==> src/rtl/mux8_rr_arbiter.sv <==
// Round-robin arbiter for an 8:1 mux. It holds each grant until the requester
// releases it, with an optional fairness timeout, and drives the mux selects.
module mux8_rr_arbiter #(
  parameter int MAX_HOLD = 16  // 0 disables preemption; otherwise 1..255
) (
  input  logic       clk,
  input  logic       rst_n,
  input  logic [7:0] req,
  input  logic       en,
  output logic [7:0] gnt,
  output logic [2:0] sel,
  output logic       gnt_valid
);

  typedef enum logic {
    IDLE,
    GRANT
  } state_t;

  localparam logic [7:0] HOLD_LIM = 8'(MAX_HOLD);

  state_t     state, state_n;
  logic [7:0] gnt_n;
  logic [2:0] sel_n;
  logic [2:0] ptr, ptr_n;
  logic [7:0] hcnt, hcnt_n;
  logic [7:0] others;
  logic       timeout;

  // First requester at or after base, wrapping modulo 8. The loop runs downward
  // so the nearest index to base is the last one written.
  function automatic logic [2:0] rr_pick(input logic [7:0] r, input logic [2:0] base);
    logic [2:0] idx;
    logic [2:0] win;
    win = base;
    for (int k = 7; k >= 0; k--) begin
      idx = base + 3'(k);
      if (r[idx]) win = idx;
    end
    return win;
  endfunction

  // In GRANT, sel always holds the current owner's index.
  assign others  = req & ~(8'd1 << sel);
  assign timeout = (MAX_HOLD != 0) && (hcnt == HOLD_LIM) && en && (|others);

  // NOTE: every output of this block gets a default first, so no path leaves a
  // signal unassigned and no latch is inferred.
  always_comb begin
    state_n = state;
    gnt_n   = gnt;
    sel_n   = sel;
    ptr_n   = ptr;
    hcnt_n  = hcnt;
    case (state)
      IDLE: begin
        if (en && (|req)) begin
          sel_n   = rr_pick(req, ptr);
          gnt_n   = 8'd1 << sel_n;
          hcnt_n  = 8'd1;
          state_n = GRANT;
        end else begin
          gnt_n = '0;
        end
      end
      GRANT: begin
        if (!req[sel]) begin
          // The pointer moves past the releasing owner before the search.
          ptr_n = sel + 3'd1;
          if (en && (|req)) begin
            sel_n  = rr_pick(req, sel + 3'd1);
            gnt_n  = 8'd1 << sel_n;
            hcnt_n = 8'd1;
          end else begin
            gnt_n   = '0;
            state_n = IDLE;
          end
        end else if (timeout) begin
          ptr_n  = sel + 3'd1;
          sel_n  = rr_pick(others, sel + 3'd1);
          gnt_n  = 8'd1 << sel_n;
          hcnt_n = 8'd1;
        end else if ((MAX_HOLD != 0) && (hcnt != HOLD_LIM)) begin
          hcnt_n = hcnt + 8'd1;
        end
      end
    endcase
  end

  // NOTE: state registers use non-blocking assignments so every flop samples
  // the pre-edge values, independent of process evaluation order.
  always_ff @(posedge clk or negedge rst_n) begin
    if (!rst_n) begin
      state     <= IDLE;
      gnt       <= '0;
      sel       <= '0;
      gnt_valid <= 1'b0;
      ptr       <= '0;
      hcnt      <= '0;
    end else begin
      state     <= state_n;
      gnt       <= gnt_n;
      sel       <= sel_n;
      gnt_valid <= |gnt_n;
      ptr       <= ptr_n;
      hcnt      <= hcnt_n;
    end
  end

endmodule

==> config.mk <==
export PLATFORM = sky130hd
export DESIGN_NAME = mux8_rr_arbiter
export DESIGN_NICKNAME = d
export VERILOG_FILES = /design/src/rtl/mux8_rr_arbiter.sv
export SDC_FILE = /design/constraint.sdc
export NUM_CORES = 1
export LEC_CHECK = 0
export ABC_AREA = 1
export CORE_MARGIN = 3
export CORE_UTILIZATION = 61
export DETAILED_ROUTE_END_ITERATION = 10
export PLACE_DENSITY = 0.82
export SLEW_MARGIN = 25
export SYNTH_ARGS = -nofsm -noshare
export SYNTH_HDL_FRONTEND = slang
export SYNTH_SLANG_ARGS = --single-unit
export TNS_END_PERCENT = 30
==> constraint.sdc <==
create_clock -name clk -period 4 [get_ports clk]
set_input_delay 1.2 -clock clk [delete_from_list [all_inputs] [get_ports clk]]
set_output_delay 1.2 -clock clk [all_outputs]
set_load 0.1 [all_outputs]
Word-level counts from Yosys, hierarchy flattened
Cells that the tools add are included.
{ "totals": {"register_bits": 24, "inputBits": 11, "word_cells": 163} }
{ "op_classes": {"addsub": 16, "magnitude_cmp": 17, "eq_ne": 7, "shift": 4, "n_mux": 102, "bitwise": 3, "n_reduce_logical": 8} }
{ "op_table": {"columns": ["op", "n"], "rows": [
  ["$mux 3", 38],
  ["$bmux 1 s3", 25],
  ["$lt 3x4->1 const B", 17],
  ["$mux 8", 8],
  ["$pmux 8 s2", 2],
  ["$shl 1x3->8 const A", 4],
  ["$mux 1", 27],
  ["$add 3x3->3 const B", 8],
  ["$reduce_or 8->1", 3],
  ["$add 3x2->3 const B", 4],
  ["$add 3x1->3 const B", 3],
  ["$add 8x1->8 const B", 1],
  ["$and 8x8->8", 1],
  ["$eq 8x5->1 const B", 1],
  ["$ne 8x5->1 const B", 1],
  ["$not 8->8", 1],
  ["$pmux 3 s2", 1],
  ["$ne 2x2->1 const B", 2],
  ["$ne 4x3->1 const B", 1],
  ["$logic_and 1x1->1", 3],
  ["$ne 3x1->1 const B", 1],
  ["$ne 3x3->1 const B", 1],
  ["$reduce_and 3->1", 1],
  ["$pmux 1 s2", 1],
  ["2 further kinds", 2]
]} }

Longest topological paths before layout
Gate-level depths: netlist of the first run.
{ "depth": {"depth_word": 21, "mapped_depth": 28, "depth_no_buf": 25} }

Worst setup path before layout of the first run
Ideal clock, no wire load.
{ "synth_timing": {"path_type": "register -> register", "from": "reg sel[0]", "to": "reg gnt_valid", "arrival_ns": 3.333, "required_time_ns": 3.881, "setup_slack_ns": 0.549, "path_stages_with_launch": 25, "path_buffers": 4, "path_cell_list": "dfrtp_1 buf_6 inv_4 buf_6 ha_1 buf_4 nand2_1 nand2_2 buf_6 o211ai_1 nand2_2 o21ai_1 nand2_1 nand2_1 nand2_1 nand2_1 nand2_1 nand2_2 inv_2 nand3_1 nor2_1 nor2_1 nand2_1 nor2_1 nand2_1"} }
{ "synth_between": {"elab_chain_len": 21} }
{ "synth_lines": {"columns": ["item", "line_no", "text"], "rows": [
  ["from (decl)", "11", "output logic [2:0] sel,"],
  ["from (signal assigned)", "103", "sel <= sel_n;"],
  ["branches (longest 18 deep; another with $add 3x1->3)", null, null],
  ["$mux 8 (*)", "67", "if (!req[sel]) begin"],
  ["$pmux 8 s2 (*)", "55", "case (state)"],
  ["$reduce_or 8->1 (*)", "104", "gnt_valid <= |gnt_n;"],
  ["to (signal assigned)", "104", null],
  ["to (decl)", "12", "output logic gnt_valid"]
]} }
Mark *: on every way between the ends. The select of a mux whose other input is x is not followed.
A chain may end at the register's enable or synchronous reset.

Worst setup path after layout of the first run
{ "layout_timing": {"from": "reg sel[1]", "to": "reg gnt_valid"} }
The elaborated chain is that of the path after synthesis.

==> flow_summary.yaml, run 1 <==
critical_path:
  cp_max_fo: 12
  end_kind: "flop"
  critical_path_class: "flop to flop"
  cp.arrival_ps: 3660
  crit_path_max_incr_delay_ps: 550
  start_kind: "flop"
  cp.required_ps: 4170
  critical_path.cell_chain: "inv_1 -> ha_1 -> inv_2 -> nand2_1 -> nand2_2 -> nand3_1 -> nand3_1 -> nand2_1 -> inv_1 -> nand2_1 -> a21oi_1 -> nand2_1 -> nand3_1 -> nand2_2 -> nand3_2 -> inv_1 -> nand3_1 -> nand3_1 -> nor2_1 -> nand2_1 -> nor2_1 -> nand2_1"
  critPathSlowestCell: "dfrtp_1"
  path_common_cell: "nand2_1"
  r2r_slack_ps: 510
clock_network:
  cts.sinks: 24
  cts_hold_buf: 0
  ctsHtreeMaxLevel: 1
  cts_tree: "done"
  cts_root_buffer: "clkbuf_8"
  ctsResizeCount: 0
  cts_buffers: 3
  path_clk_slew_ps: 90
  postCtsSetupRepairBufs: 0
  cts_buffer_depth: 2
  clk-insertion-delay-late_ps: 270
sta:
  clock.fmax_mhz: 286
  skew_ps: 4.16
  timing.final.crit_period_ps: 3490
  setup_viol: 0
  hold_viol: 0
  setup_tns_ps: 0
  worstMarginPinSlew_ps: 968
  rsz0062_at_grt: "false"
  finalMaxSlewViolations: 0
  max_slew_margin_pct: 35.3
  finalCritPeriodShare_pct: 87.3
final_layout:
  multi_input_area_sq_um: 2190
  nNetsFinal: 615
  drive_gt1_share_pct: 9.31
  syn_to_final_growth_pct: 8.68
  seq_area_sq_um: 601
  fill_cells: 472
  antenna_cells: 0
logic_synthesis:
  yosysWarnings: 0
  synth_seq_area_share_pct: 18.5
  synth_cell_types: 38
  yosysTopAreaCell: "nand2_1"
  synth_top_area_share_pct: 22.7
  synth_commonest_cells: "196 x nand2_1, 105 x nand3_1, 77 x inv_1"
  synthCells: 575
  synth_edf_count: 0
  syn_area_per_cell_sq_um: 5.64
  synth_ff_type: "dfrtp_1"
  yosysMostFrequentCell: "nand2_1"
  ys_ff_latch: 24
  synth_area_sq_um: 3240
  async_flop_share_pct: 100
  syn_nets: 598
  synthTopCellsByArea: "nand2_1 23%, dfrtp_1 19%, nand3_1 16%"
drt:
  remaining_drc_errors: 0
  ant_nets: 0
  drt-initial-drc-count: 231
  vias: 3738
  drt_wl_total_mm: 9.19
  vias_per_cell: 5.68
  wl_per_cell_microns: 14.0
  drtPass1Iterations: 5
die:
  die_w_microns: 78.9
  start_util_pct: 65.6
  die_y_microns: 78.9
  core_area_sq_um: 4940
  num_rows: 25
  die-area_sq_um: 6230
  ios: 23
global_route:
  global_route.overflow_total: 0
  antenna_found_initial: 0
  grt_pass1_vias: 3573
  track_usage_pct: 30.9
  grt_pass1_wl_mm: 15.9
  grt_max_degree: 25
worst_hold_path:
  hp-class: "flop to flop"
flow_run:
  drv_cap: 0
place:
  dpl.hpwl_mm: 7.23
  gp_congestion: 0.997
  port_buffers: 22
status:
  outcome: "finished, final reports clean"
## worst max-delay path: cells and delay by family (launching register included)
kind | cells | cell delay, ps
buffers and inverters | 4 | 600
AOI/OAI and AO/OA | 1 | 110
and+or+nand+nor | 16 | 1630
adders and majority gates | 1 | 480
DFF | 1 | 550
## placed cells by master, fill, tap and decap left out, types with 12 or more instances in the layout
cell             instances
nor2_1                  35
ha_1                    12
o21ai_0                 12
nand2_2                 13
inv_2                   15
inv_1                   77
nand3_1                105
clkdlybuf4s50_1         18
dfrtp_1                 24
a21oi_1                 21
nand2_1                196
## flip-flops by register name, indices dropped and copies added, names as in the netlist
register and flops:
gnt 8, gnt_valid 1, hcnt 8, ptr 3
sel 3, state 1
## layer usage
| metal | global-route usage, % | up-vias | routed length [microns] | share of wire [%] |
|---|---|---|---|---|
| met5 | 0 | - | 0 | 0 |
| met3 | 4.65 | 21 | 656 | 7.1 |
| met4 | 7.04 | 0 | 157 | 1.7 |
| met1 | 40.9 | 1688 | 4020 | 44 |
| met2 | 53.2 | 157 | 4350 | 47 |
| li1 | - | 1872 | - | - |
## cells by family after synthesis
| group | synth area share, % |
|---|---|
| compound gates | 10.5 |
| xor+xnor | 2.08 |
| fa+ha+maj | 4.63 |
| buf+inv | 14.0 |
| flops | 18.5 |
| simple gates | 50.2 |
## layout make-up
cell class / instances / share of cell area [%]
multi-input cells: 445 / 62.0
repair buffers: 25 / 6.53
well taps: 67 / 2.38
clock buffers: 3 / 1.17
clock inverters: 1 / 0.852
inverters: 93 / 9.98
flip-flops and latches: 24 / 17.0
## final timing paths
path,start,to,depth (start not counted)
setup / recovery,sel[1],gnt_valid,22
max in group asynchronous,rst_n,gnt[4],1
hold reg to reg,hcnt[7],hcnt[7],2
min in group asynchronous,rst_n,hcnt[5],1
hold / removal,hcnt[7],hcnt[7],2
setup reg to reg,sel[1],gnt_valid,22
## through the flow
| stage | utilization (%) | setup slack [ps] | cell area (sq um) | hold slack [ps] | cells |
|---|---|---|---|---|---|
| after floorplan | - | 549 | 3240 | 473 | 575 |
| after global placement | 69.9 | 346 | 3460 | 500 | 654 |
| after detailed placement | 69.9 | 328 | 3460 | 520 | 654 |
| after CTS | 71.4 | 569 | 3530 | 543 | 658 |
| after global routing | 71.3 | 181 | 3520 | 576 | 658 |
| final | 71.3 | 509 | 3520 | 543 | 658 |
Power of run 1 is left out: the tool's default activity adds up to more than one toggle a clock period on the data nets, which glitch-free logic cannot reach.
==> run 2, diff against run 1 <==
--- a/config.mk
+++ b/config.mk
@@ -9,6 +9,7 @@
 export CORE_MARGIN = 3
 export CORE_UTILIZATION = 61
 export DETAILED_ROUTE_END_ITERATION = 10
+export HOLD_SLACK_MARGIN = 0.08
 export PLACE_DENSITY = 0.82
 export SLEW_MARGIN = 25
 export SYNTH_ARGS = -nofsm -noshare
==> results of run 2 <==
No change in the layout: final DEF, timing and power equal those of run 1.
Power of run 2 is left out for the same reason.
